**src/rtl/pipelined_barrel_shifter_pkg.sv**
```systemverilog
// barrel_shifter_pkg: shared types for the pipelined barrel shifter.
// Shift modes, per-stage control bundle and stage-count helper.
package barrel_shifter_pkg;

  typedef enum logic [1:0] {
    OP_SLL,
    OP_SRL,
    OP_SRA,
    OP_ROR
  } shift_op_t;

  // Control that travels with every beat; amt residue and tag ride
  // alongside as parameter-sized vectors.
  typedef struct packed {
    logic      valid;
    shift_op_t op;
  } stage_ctl_t;

  function automatic int stage_count(input int n);
    return $clog2(n);
  endfunction

endpackage

```
**src/rtl/pipelined_barrel_shifter_if.sv**
```systemverilog
// pipelined_barrel_shifter_if: valid/ready operand and result channels.
// slave = shifter side, master = source/consumer side.
// BARREL_SHIFTER_ZERO_FLAG_EN adds out_zero.
interface pipelined_barrel_shifter_if
  import barrel_shifter_pkg::*;
#(
  parameter int N     = 32,
  parameter int AMT_W = 8,
  parameter int TAG_W = 4
);
  logic             in_valid;
  logic             in_ready;
  logic [N-1:0]     in_data;
  logic [AMT_W-1:0] in_amt;
  shift_op_t        in_op;
  logic [TAG_W-1:0] in_tag;
  logic             out_valid;
  logic             out_ready;
  logic [N-1:0]     out_data;
  logic [TAG_W-1:0] out_tag;
`ifdef BARREL_SHIFTER_ZERO_FLAG_EN
  logic             out_zero;
`endif

  modport slave (
    input  in_valid, in_data, in_amt, in_op, in_tag,
    input  out_ready,
`ifdef BARREL_SHIFTER_ZERO_FLAG_EN
    output out_zero,
`endif
    output in_ready, out_valid, out_data, out_tag
  );

  modport master (
    output in_valid, in_data, in_amt, in_op, in_tag,
    output out_ready,
`ifdef BARREL_SHIFTER_ZERO_FLAG_EN
    input  out_zero,
`endif
    input  in_ready, out_valid, out_data, out_tag
  );

endinterface

```
**src/rtl/pipelined_barrel_shifter_shift_stage.sv**
```systemverilog
// shift_stage: one conditional 2^K shift/rotate plus pipeline register.
// Ports: en (advance), src_* bundle in, dst_* registered bundle out.
module shift_stage
  import barrel_shifter_pkg::*;
#(
  parameter int N     = 32,
  parameter int TAG_W = 4,
  parameter int K     = 0,
  parameter int S     = 5
) (
  input  logic             clk,
  input  logic             rst_n,
  input  logic             en,
  input  stage_ctl_t       src_ctl,
  input  logic [S-1:0]     src_amt,
  input  logic [TAG_W-1:0] src_tag,
  input  logic [N-1:0]     src_data,
  output stage_ctl_t       dst_ctl,
  output logic [S-1:0]     dst_amt,
  output logic [TAG_W-1:0] dst_tag,
  output logic [N-1:0]     dst_data
);

  localparam int SH = 1 << K;

  logic [N-1:0] shifted;

  always_comb begin
    shifted = src_data;
    if (src_amt[K]) begin
      unique case (src_ctl.op)
        OP_SLL: shifted = src_data << SH;
        OP_SRL: shifted = src_data >> SH;
        OP_SRA: shifted = N'($signed(src_data) >>> SH);
        OP_ROR: shifted = (src_data >> SH)
                        | (src_data << (N - SH));
      endcase
    end
  end

  always_ff @(posedge clk) begin
    if (!rst_n) begin
      dst_ctl  <= '0;
      dst_amt  <= '0;
      dst_tag  <= '0;
      dst_data <= '0;
    end else if (en) begin
      dst_ctl  <= src_ctl;
      dst_amt  <= src_amt;
      dst_tag  <= src_tag;
      dst_data <= shifted;
    end
  end

endmodule

```
**src/rtl/pipelined_barrel_shifter.sv**
```systemverilog
// pipelined_barrel_shifter: S=$clog2(N) shift stages plus output register.
// Ports: clk, rst_n (sync, active-low), bus (slave modport).
// BARREL_SHIFTER_ZERO_FLAG_EN adds registered out_zero.
module pipelined_barrel_shifter
  import barrel_shifter_pkg::*;
#(
  parameter int N     = 32,
  parameter int AMT_W = 8,
  parameter int TAG_W = 4
) (
  input logic clk,
  input logic rst_n,
  pipelined_barrel_shifter_if.slave bus
);

  localparam int S = stage_count(N);

  logic advance;
  logic big;

  stage_ctl_t   e_ctl;
  logic [S-1:0] e_amt;
  logic [N-1:0] e_data;

  stage_ctl_t       q_ctl  [S];
  logic [S-1:0]     q_amt  [S];
  logic [TAG_W-1:0] q_tag  [S];
  logic [N-1:0]     q_data [S];

  logic             ov;
  logic [N-1:0]     od;
  logic [TAG_W-1:0] ot;

  assign advance      = ~(ov & ~bus.out_ready);
  assign bus.in_ready = advance;
  assign big          = |(bus.in_amt >> S);

  // Out-of-range amounts are folded into the data at entry so the
  // stages only ever see an S-bit residue.
  always_comb begin
    e_ctl  = '{valid: bus.in_valid, op: bus.in_op};
    e_amt  = bus.in_amt[S-1:0];
    e_data = bus.in_data;
    unique case (1'b1)
      big && (bus.in_op inside {OP_SLL, OP_SRL}): begin
        e_amt  = '0;
        e_data = '0;
      end
      big && (bus.in_op == OP_SRA): begin
        e_amt  = '0;
        e_data = {N{bus.in_data[N-1]}};
      end
      default: ;
    endcase
  end

  for (genvar k = 0; k < S; k++) begin : g_stage
    if (k == 0) begin : g_first
      shift_stage #(.N(N), .TAG_W(TAG_W), .K(k), .S(S)) u_stage (
        .clk      (clk),
        .rst_n    (rst_n),
        .en       (advance),
        .src_ctl  (e_ctl),
        .src_amt  (e_amt),
        .src_tag  (bus.in_tag),
        .src_data (e_data),
        .dst_ctl  (q_ctl[k]),
        .dst_amt  (q_amt[k]),
        .dst_tag  (q_tag[k]),
        .dst_data (q_data[k])
      );
    end else begin : g_rest
      shift_stage #(.N(N), .TAG_W(TAG_W), .K(k), .S(S)) u_stage (
        .clk      (clk),
        .rst_n    (rst_n),
        .en       (advance),
        .src_ctl  (q_ctl[k-1]),
        .src_amt  (q_amt[k-1]),
        .src_tag  (q_tag[k-1]),
        .src_data (q_data[k-1]),
        .dst_ctl  (q_ctl[k]),
        .dst_amt  (q_amt[k]),
        .dst_tag  (q_tag[k]),
        .dst_data (q_data[k])
      );
    end
  end

  always_ff @(posedge clk) begin
    if (!rst_n) begin
      ov <= 1'b0;
      od <= '0;
      ot <= '0;
    end else if (advance) begin
      ov <= q_ctl[S-1].valid;
      od <= q_data[S-1];
      ot <= q_tag[S-1];
    end
  end

`ifdef BARREL_SHIFTER_ZERO_FLAG_EN
  logic oz;

  always_ff @(posedge clk) begin
    if (!rst_n) begin
      oz <= 1'b0;
    end else if (advance) begin
      oz <= (q_data[S-1] == '0);
    end
  end

  assign bus.out_zero = oz;
`endif

  assign bus.out_valid = ov;
  assign bus.out_data  = od;
  assign bus.out_tag   = ot;

endmodule

```
**src/flat_wrapper.sv**
```systemverilog
// flat-port wrapper written by rule: the top's interface ports become plain ports
module pipelined_barrel_shifter_flat import barrel_shifter_pkg::*;
#(
  parameter int N     = 32,
  parameter int AMT_W = 8,
  parameter int TAG_W = 4
)
  (clk, rst_n, bus_in_valid, bus_in_data, bus_in_amt, bus_in_op, bus_in_tag, bus_out_ready, bus_in_ready, bus_out_valid, bus_out_data, bus_out_tag);
  pipelined_barrel_shifter_if #(.N(N), .AMT_W(AMT_W), .TAG_W(TAG_W)) bus_i ();
  input logic clk;
  input logic rst_n;
  input wire logic [$bits(bus_i.in_valid)-1:0] bus_in_valid;
  input wire logic [$bits(bus_i.in_data)-1:0] bus_in_data;
  input wire logic [$bits(bus_i.in_amt)-1:0] bus_in_amt;
  input wire logic [$bits(bus_i.in_op)-1:0] bus_in_op;
  input wire logic [$bits(bus_i.in_tag)-1:0] bus_in_tag;
  input wire logic [$bits(bus_i.out_ready)-1:0] bus_out_ready;
  output wire logic [$bits(bus_i.in_ready)-1:0] bus_in_ready;
  output wire logic [$bits(bus_i.out_valid)-1:0] bus_out_valid;
  output wire logic [$bits(bus_i.out_data)-1:0] bus_out_data;
  output wire logic [$bits(bus_i.out_tag)-1:0] bus_out_tag;
  assign bus_i.in_valid = bus_in_valid;
  assign bus_i.in_data = bus_in_data;
  assign bus_i.in_amt = bus_in_amt;
  assign bus_i.in_op = bus_in_op;
  assign bus_i.in_tag = bus_in_tag;
  assign bus_i.out_ready = bus_out_ready;
  assign bus_in_ready = bus_i.in_ready;
  assign bus_out_valid = bus_i.out_valid;
  assign bus_out_data = bus_i.out_data;
  assign bus_out_tag = bus_i.out_tag;
  pipelined_barrel_shifter #(.N(N), .AMT_W(AMT_W), .TAG_W(TAG_W)) u_core (.clk(clk), .rst_n(rst_n), .bus(bus_i));
endmodule
```
**config.mk**
```make
export PLATFORM = sky130hd
export DESIGN_NAME = pipelined_barrel_shifter_flat
export DESIGN_NICKNAME = d
export VERILOG_FILES = /design/src/rtl/pipelined_barrel_shifter_pkg.sv /design/src/rtl/pipelined_barrel_shifter_if.sv /design/src/rtl/pipelined_barrel_shifter_shift_stage.sv /design/src/rtl/pipelined_barrel_shifter.sv /design/src/flat_wrapper.sv
export SDC_FILE = /design/constraint.sdc
export NUM_CORES = 1
export LEC_CHECK = 0
export CAP_MARGIN = 20
export CORE_ASPECT_RATIO = 0.9
export CORE_UTILIZATION = 52
export DETAILED_ROUTE_END_ITERATION = 16
export PLACE_DENSITY = 0.74
export RECOVER_POWER = 25
export SLEW_MARGIN = 20
export SYNTH_ARGS = -nofsm -noshare
export SYNTH_HDL_FRONTEND = slang
export SYNTH_HIERARCHICAL = 1
export SYNTH_SLANG_ARGS = --single-unit
```
**constraint.sdc**
```tcl
create_clock -name clk -period 2.15 [get_ports clk]
set_clock_uncertainty 0.15 [all_clocks]
set_input_delay 0.3225 -clock clk [delete_from_list [all_inputs] [get_ports clk]]
set_output_delay 0.3225 -clock clk [all_outputs]
set_load 0.01 [all_outputs]
```
### Word-level counts from Yosys, hierarchy flattened

Index checks and enable logic that the tools add are counted.

* output and inout port bits: 38
* bits of input ports: 50
* logic and storage cells: 71
* register bits: 250

* muxes and demuxes: 12
* equal/unequal tests: 15
* reductions and logical operators: 10
* bitwise logic cells: 8

Operators by type and width (number)
* $pmux 32 s4: 5
* $mux 32: 5
* $pmux 32 s2: 1
* $or 16x32->32: 1
* $or 24x32->32: 1
* $or 28x32->32: 1
* $or 30x32->32: 1
* $or 31x32->32: 1
* $eq 2x2->1 const B: 10
* $eq 2x1->1 const B: 5
* $logic_not 2->1: 5
* $mux 5: 1
* $reduce_or 3->1: 1
* $logic_and 1x1->1: 2
* $not 1->1: 2
* $reduce_bool 2->1: 1
* $reduce_or 2->1: 1
* $and 1x1->1: 1

### Logic depth before layout (Yosys ltp)

Gate-level depths: netlist of the first run.

* depth in word-level cells: 7
* depth in mapped cells: 10
* mapped depth without buffers: 6

### Modules after synthesis

Netlist of the first run, hierarchy kept.

By module, submodules not included
* shift_stage at u_core.g_stage[0].g_first.u_stage: instances 1, seq. area each 880.8 sq um, cells each 293, area an instance 2536.2 sq um
* shift_stage at u_core.g_stage[1].g_rest.u_stage: instances 1, seq. area each 880.8 sq um, cells each 264, area an instance 2406.1 sq um
* shift_stage at u_core.g_stage[2].g_rest.u_stage: instances 1, seq. area each 880.8 sq um, cells each 281, area an instance 2334.7 sq um
* shift_stage at u_core.g_stage[3].g_rest.u_stage: instances 1, seq. area each 880.8 sq um, cells each 265, area an instance 2292.2 sq um
* shift_stage at u_core.g_stage[4].g_rest.u_stage: instances 1, seq. area each 880.8 sq um, cells each 229, area an instance 2159.6 sq um
* pipelined_barrel_shifter: instances 1, seq. area each 740.7 sq um, cells each 207, area an instance 1724.2 sq um

### Least setup slack after synthesis of the first run

Ideal clock, no wire load.

* kind: input to register
* from: in bus_in_amt[6]
* to: reg u_core.g_stage[0].g_first.u_stage.dst_data[15]
* arrival time: 1.755 ns
* setup time: 0.126 ns
* data required time: 1.874 ns
* slack: 0.119 ns
* buffers on the path: 4
* cell stages on the path: 9
* cells stage by stage: nor3_2 -> a21o_1 -> buf_6 -> buf_6 -> and2_1 -> buf_2 -> clkbuf_1 -> o311a_1 -> o31ai_2

* elaborated cells on any way between the ends: 9
* those cells by class: mux: 4; bitwise: 1; reduce/logical: 4

RTL lines
* start, declared: RTL line flat_wrapper.sv:14 `input wire logic [$bits(bus_i.in_amt)-1:0] bus_in_amt;`
* $reduce_or 3->1 (*): RTL line pipelined_barrel_shifter.sv:36 `assign big = |(bus.in_amt >> S);`
* $logic_and 1x1->1 (on tied branches): RTL line pipelined_barrel_shifter.sv:49, pipelined_barrel_shifter.sv:45
* $reduce_or 2->1 (no source line) (*)
* $mux 5 (*): RTL line pipelined_barrel_shifter.sv:44 `unique case (1'b1)`
* named net u_core.e_amt[0]: RTL line pipelined_barrel_shifter.sv:22 `logic [S-1:0] e_amt;`
* $mux 32 (*): RTL line pipelined_barrel_shifter_shift_stage.sv:30 `if (src_amt[K]) begin`
* end signal, assigned: RTL line pipelined_barrel_shifter_shift_stage.sv:51 `dst_data <= shifted;`
* end, declared: RTL line pipelined_barrel_shifter_shift_stage.sv:21 `output logic [N-1:0] dst_data`

The timed path passes the listed nets; every way through them passes the cells marked *.
A chain may end at the register's enable or synchronous reset.

### Worst setup path after layout of the first run

* from: reg u_core.ov, in the netlist u_core/bus.out_valid
* to: out bus_in_ready

* cells in the longest elaborated chain, start to end: 2

Ends and longest elaborated chain
* start, declared: RTL line pipelined_barrel_shifter.sv:30 `logic ov;`
* start signal, assigned: RTL line pipelined_barrel_shifter.sv:95 `ov <= q_ctl[S-1].valid;`
* $and 1x1->1: RTL line pipelined_barrel_shifter.sv:34 `assign advance = ~(ov & ~bus.out_ready);`
* $not 1->1: RTL line pipelined_barrel_shifter.sv:34
* end, declared: RTL line flat_wrapper.sv:18 `output wire logic [$bits(bus_i.in_ready)-1:0] bus_in_ready;`

Every way passes these cells.

==> results.tsv, run 1 <==
metric	value	unit
p_leak	5.63	nW
dieArea	25300	sq um
core_area	24300	sq um
fin_cells	1838	
fin_nets	1562	
clkTransAtPathRegs	0.06	ns
cts_tree	done	
critPathSlowestCell	dfxtp_1	
clock_path_buffers	3	
critPathMaxFanout	8	
synth_area	12800	sq um
clock_sinks	240	
areaGrowthSynthToFinish	14.1	%
port_buffers	87	
synthCells	1488	
syn_nets	1538	
placed_cells	1792	
hold_viol_final	0	
antenna_left	0	
avgRoutedWirePerCell	18.2	um
grt_pass1_wl	53900	um
start_util	52.9	%
peakVddDrop	0.513	mV
seq_area	4800	sq um
avgSynthCellArea	8.63	sq um
first_global_vias	10100	
antenna_found_initial	0	
criticalPathCategory	reg2out	
cts_root_buffer	clkbuf_16	
wl_met2	14900	um
met1_length	15600	um
multi_input_area	6690	sq um
std_cell_rows	54	
drv_cap	0	
ys_warn_count	6	
worstPathRequired	1.68	ns
via_per_inst	6.24	
top_layer_used	met4	
reg2reg_depth	7	
fin_crit_sh	90.1	%
htreeDepth	1	
wl	33400	um
drtPass1Iterations	7	
grt_max_degree	66	
insertion_delay	0.53	ns
drc_errors	0	
drtIter0Drc	1319	
fin_crit	1.94	ns
critPathLaunchType	register	
slew_violations	0	
critical_path.max_stage_delay	0.33	ns
diodes	0	
postCtsSetupBuffers	0	
min_path_type	in2reg	
setup_violations	0	
power_density	714	nW/um^2
nFillCells	2076	
hold_slack	0.0385	ns
dp_hpwl	22200	um
grtUsageTotal	25.9	%
min_path_cells	2	
drive_above_1_share	10.7	%
vias	11500	
status	completed	
numCtsBuffers	26	
worst_setup_path_end_kind	output pin	
ios	88	
slew-limit-headroom	48.7	%
rsz0062_at_grt	false	
overflow	0	
max_freq	0.516	GHz
gp_congestion	0.861	
fp.dieH	151	um
die_w	168	um
crit_chain	nor2b_2 > inv_4 > dlygate4sd2_1	
crit_arrival	1.47	ns
worstMarginPinSlew	0.768	ns
dr_wl_met3	2290	um
path summary, 6_finish.rpt:
check	from	endpoint	slack, ns
setup reg to reg	u_core/bus.out_valid	u_core/g_stage[4].g_rest.u_stage/dst_data[29]	0.24
setup / recovery	u_core/bus.out_valid	bus_in_ready	0.21
hold / removal	rst_n	u_core/bus.out_data[29]	0.04
hold reg to reg	u_core/bus.out_data[25]	u_core/bus.out_data[25]	0.31
where the power goes:
part	switching, mW	total [mW]	internal, mW
sequential	0.225	4.85	4.63
clock	1.86	4.58	2.72
combinational	0.564	1.04	0.473
metrics by stage:
step	setup TNS, ns	utilization [%]	setup slack, ns	total power, mW	area, sq um
detailed placement	-6.05	57.1	-0.228	5.97	13800
global placement	-4.46	57.1	-0.155	5.94	13800
floorplan	0	-	0.119	5.61	12800
finish	0	60.4	0.212	10.5	14600
CTS	0	60.7	0.186	10.5	14700
global route	0	60.4	0.137	10.8	14600
layout make-up:
| class | count | share of cell area, % |
|---|---|---|
| Clock buffer | 33 | 4.90 |
| Clock inverter | 13 | 1.03 |
| Inverter | 80 | 2.07 |
| Multi-Input combinational cell | 995 | 45.7 |
| Sequential cell | 240 | 32.8 |
| Tap cell | 308 | 2.63 |
| Timing Repair Buffer | 169 | 10.9 |
sequential cells by signal, summed over array words and instances (netlist names):
name	cells
u_core/g_stage.g_first.u_stage/dst_amt	4
u_core/g_stage.g_first.u_stage/dst_data	32
u_core/bus.out_valid	1
u_core/g_stage.g_rest.u_stage/dst_ctl	10
u_core/bus.out_tag	4
u_core/g_stage.g_rest.u_stage/dst_tag	16
u_core/g_stage.g_first.u_stage/dst_ctl	3
u_core/g_stage.g_first.u_stage/dst_tag	4
u_core/g_stage.g_rest.u_stage/dst_amt	6
u_core/bus.out_data	32
u_core/g_stage.g_rest.u_stage/dst_data	128
cells in the final DEF (no fill, tap or decap), types with 59 or more instances in the layout:
master	n
buf_4	59
nor2_1	62
nor2b_1	79
nand2_1	75
mux2i_1	70
o311a_1	70
clkdlybuf4s50_1	83
inv_1	77
dfxtp_1	240
o21ai_1	71
o21ai_0	140
nand3_1	123
what timing repair did:
| item | CTS | global route |
|---|---|---|
| resized for setup | 1 | 0 |
| hold buffers | 0 | 0 |
| setup endpoints to repair | 1 | 0 |
metal layers:
metal / vias to the layer above / GRT usage (%)
li1: 5456 / -
met1: 5513 / 37.6
met2: 445 / 39.5
met3: 47 / 3.74
met4: 0 / 7.84
met5: - / 0
worst max-delay path: cells and delay by family, from the launching register on:
kind                   cells  cell delay (ns)
AND/OR/NAND/NOR            1             0.21
flip-flops                 1             0.33
buffers and inverters      2             0.40
No activity file was read; power rests on OpenSTA's default activity.
==> run 2: changes to the inputs <==
Settings changed: CAP_MARGIN 20 to default, GPL_ROUTABILITY_DRIVEN from default to 0.
==> results of run 2 <==
No change in the layout: final DEF, timing and power equal those of run 1.
==> run 3: changes to the inputs <==
Settings changed: CORE_UTILIZATION 52 to 37, PLACE_DENSITY 0.74 to 0.55.
==> run 3 against run 2 <==
First-iteration DRC count down 14%. Via count fell by 2.5%. Sequential share of layout area fell by 0.66 points. Worst setup slack improved by 0.0046 ns. Clock-buffer cell count is 6 higher. Combinational power about the same. Non-clock buffer count fell by 1. Register-to-register slack better by 0.04 ns. Die area is 40% higher. Clock power rose by 5.9%. Final area is 2.1% higher. Maximum frequency rose by 0.24%. Critical endpoint is now bus_out_tag[1].
==> results.tsv, run 3 (synthesis gave the netlist of run 1 again) <==
metric	value	unit	change
status	completed		
slew-limit-headroom	50.5	%	+1.8 points
drtIter0Drc	1134		-14%
fin_setup_tns	0	ns	unchanged
first_global_vias	10100		+0.22%
grt_max_degree	96		+45%
avgRoutedWirePerCell	17.7	um	-2.7%
rsz0062_at_grt	false		
antenna_left	0		unchanged
fin_crit_sh	89.9	%	-0.21 points
critPathMaxFanout	2		-6
drv_cap	0		unchanged
fin_crit	1.93	ns	-0.00461 ns
min_path_type	in2reg		
setup_violations	0		unchanged
drive_above_1_share	11.2	%	+0.51 points
intPower	8.08	mW	+3.3%
p_leak	5.71	nW	+1.3%
core_area	34000	sq um	+40%
numCtsBuffers	28		+7.7%
worst_setup_path_end_kind	output pin		
cts_hold_buf	0		unchanged
via_per_inst	5.61		-10%
start_util	37.7	%	-15 points
critPathLaunchType	register		
max_freq	0.517	GHz	+0.24%
fin_area	14900	sq um	+2.1%
hold_slack	0.0110	ns	-0.0276 ns
p_total	10.7	mW	+2.7%
dp_hpwl	23700	um	+6.7%
largest_reg_flops	128		unchanged
postCtsSetupBuffers	0		unchanged
cts_root_buffer	clkbuf_16		
die_w	198	um	+18%
swShare	24.8	%	-0.45 points
final_cell_mix	dfxtp_1 (240), o21ai_0 (136), nand3_1 (123)		
critPathSlowestCell	clkdlybuf4s50_1		
critical_path.max_stage_delay	0.58	ns	+0.25 ns
worstPathRequired	1.68	ns	about the same
pre_cts_ws	-0.194	ns	+0.0335 ns
power_density	719	nW/um^2	+0.62%
clkTransAtPathRegs	0.06	ns	about the same
clock_power_share	45.2	%	+1.5 points
vias	11200		-2.5%
crit_chain	clkdlybuf4s50_1		
final_common_cell	dfxtp_1		
std_cell_rows	64		+19%
ios	88		unchanged
fin_nets	1563		+0.064%
fp.dieH	179	um	+18%
crit_arrival	1.46	ns	about the same
setup_ws	0.217	ns	+0.00461 ns
regMostFlops	u_core/g_stage.g_rest.u_stage/dst_data		
worstMarginPinSlew	0.741	ns	-0.0270 ns
switching_power	2.67	mW	+0.88%
grtUsageTotal	19.8	%	-6.1 points
diodes	0		unchanged
clock_path_buffers	3		unchanged
port_buffers	87		unchanged
criticalPathCategory	reg2out		
drc_errors	0		unchanged
hold_viol_final	0		unchanged
nFillCells	3398		+64%
wl	35300	um	+5.5%
dieArea	35400	sq um	+40%
overflow	0		unchanged
p_seq_share	45.2	%	-1.2 points
power.share.combinational	9.6	%	-0.3 points
worst-path-buf-inv	1		-1
htreeDepth	1		unchanged
placed_area	14000	sq um	+1.4%
areaGrowthSynthToFinish	16.4	%	
peakVddDrop	0.535	mV	+4.2%
cts_tree	done		
grt_pass1_wl	57100	um	+5.9%
insertion_delay	0.54	ns	about the same
crit_family	buffers and inverters		
slew_violations	0		unchanged
antenna_found_initial	0		unchanged
clock_sinks	240		unchanged
drtPass1Iterations	6		-1
-- run 3: repair_timing --
item,in CTS,in global routing
gates resized for setup,1,0
endpoints found under the setup margin,1,0
endpoints found under the hold margin,0,0
-- run 3: routing by layer --
metal	part of all wire, %	track usage (%)	vias up
met2	43	29.8	276
li1	-	-	5460
met4	1.4	3.81	0
met5	0	0	-
met1	50	29.7	5406
met3	4.8	2.69	38
-- run 3: area by class of cell --
| cell class | instances | area (sq um) | share of cell area (%) |
|---|---|---|---|
| clock inverter | 10 | 125 | 0.837 |
| multi-input combinational | 995 | 6710 | 44.9 |
| clock buffer | 39 | 813 | 5.44 |
| timing repair buffer | 168 | 1620 | 10.8 |
| inverter | 80 | 303 | 2.03 |
| tap | 462 | 578 | 3.87 |
| sequential | 240 | 4800 | 32.1 |
-- run 3: path summary, 6_finish.rpt --
check	endpoint	slack (ns)	startpoint	cells after the start
setup / recovery	bus_out_tag[1]	0.22	u_core/bus.out_tag[1]	1
hold / removal	u_core/g_stage[4].g_rest.u_stage/dst_data[31]	0.01	rst_n	3
setup reg to reg	u_core/g_stage[0].g_first.u_stage/dst_tag[2]	0.28	u_core/bus.out_valid	6
hold reg to reg	u_core/bus.out_data[3]	0.31	u_core/bus.out_data[3]	2
-- run 3: metrics by stage --
stage	std cells	util (%)
final	1994	43.9
after global routing	1994	43.9
after CTS	1994	44.0
after detailed placement	1945	41.2
after global placement	1945	41.2
after floorplan	1488	-
-- run 3: power groups by stage --
stage          Clock, mW  Combinational (mW)  Sequential [mW]
2_1_floorplan          0               0.773             4.83
3_3_place_gp           0                1.03             4.95
3_5_place_dp           0                1.03             4.96
4_1_cts             4.96                1.04             4.86
5_1_grt             5.16                1.14             4.88
6_report            4.85                1.03             4.86
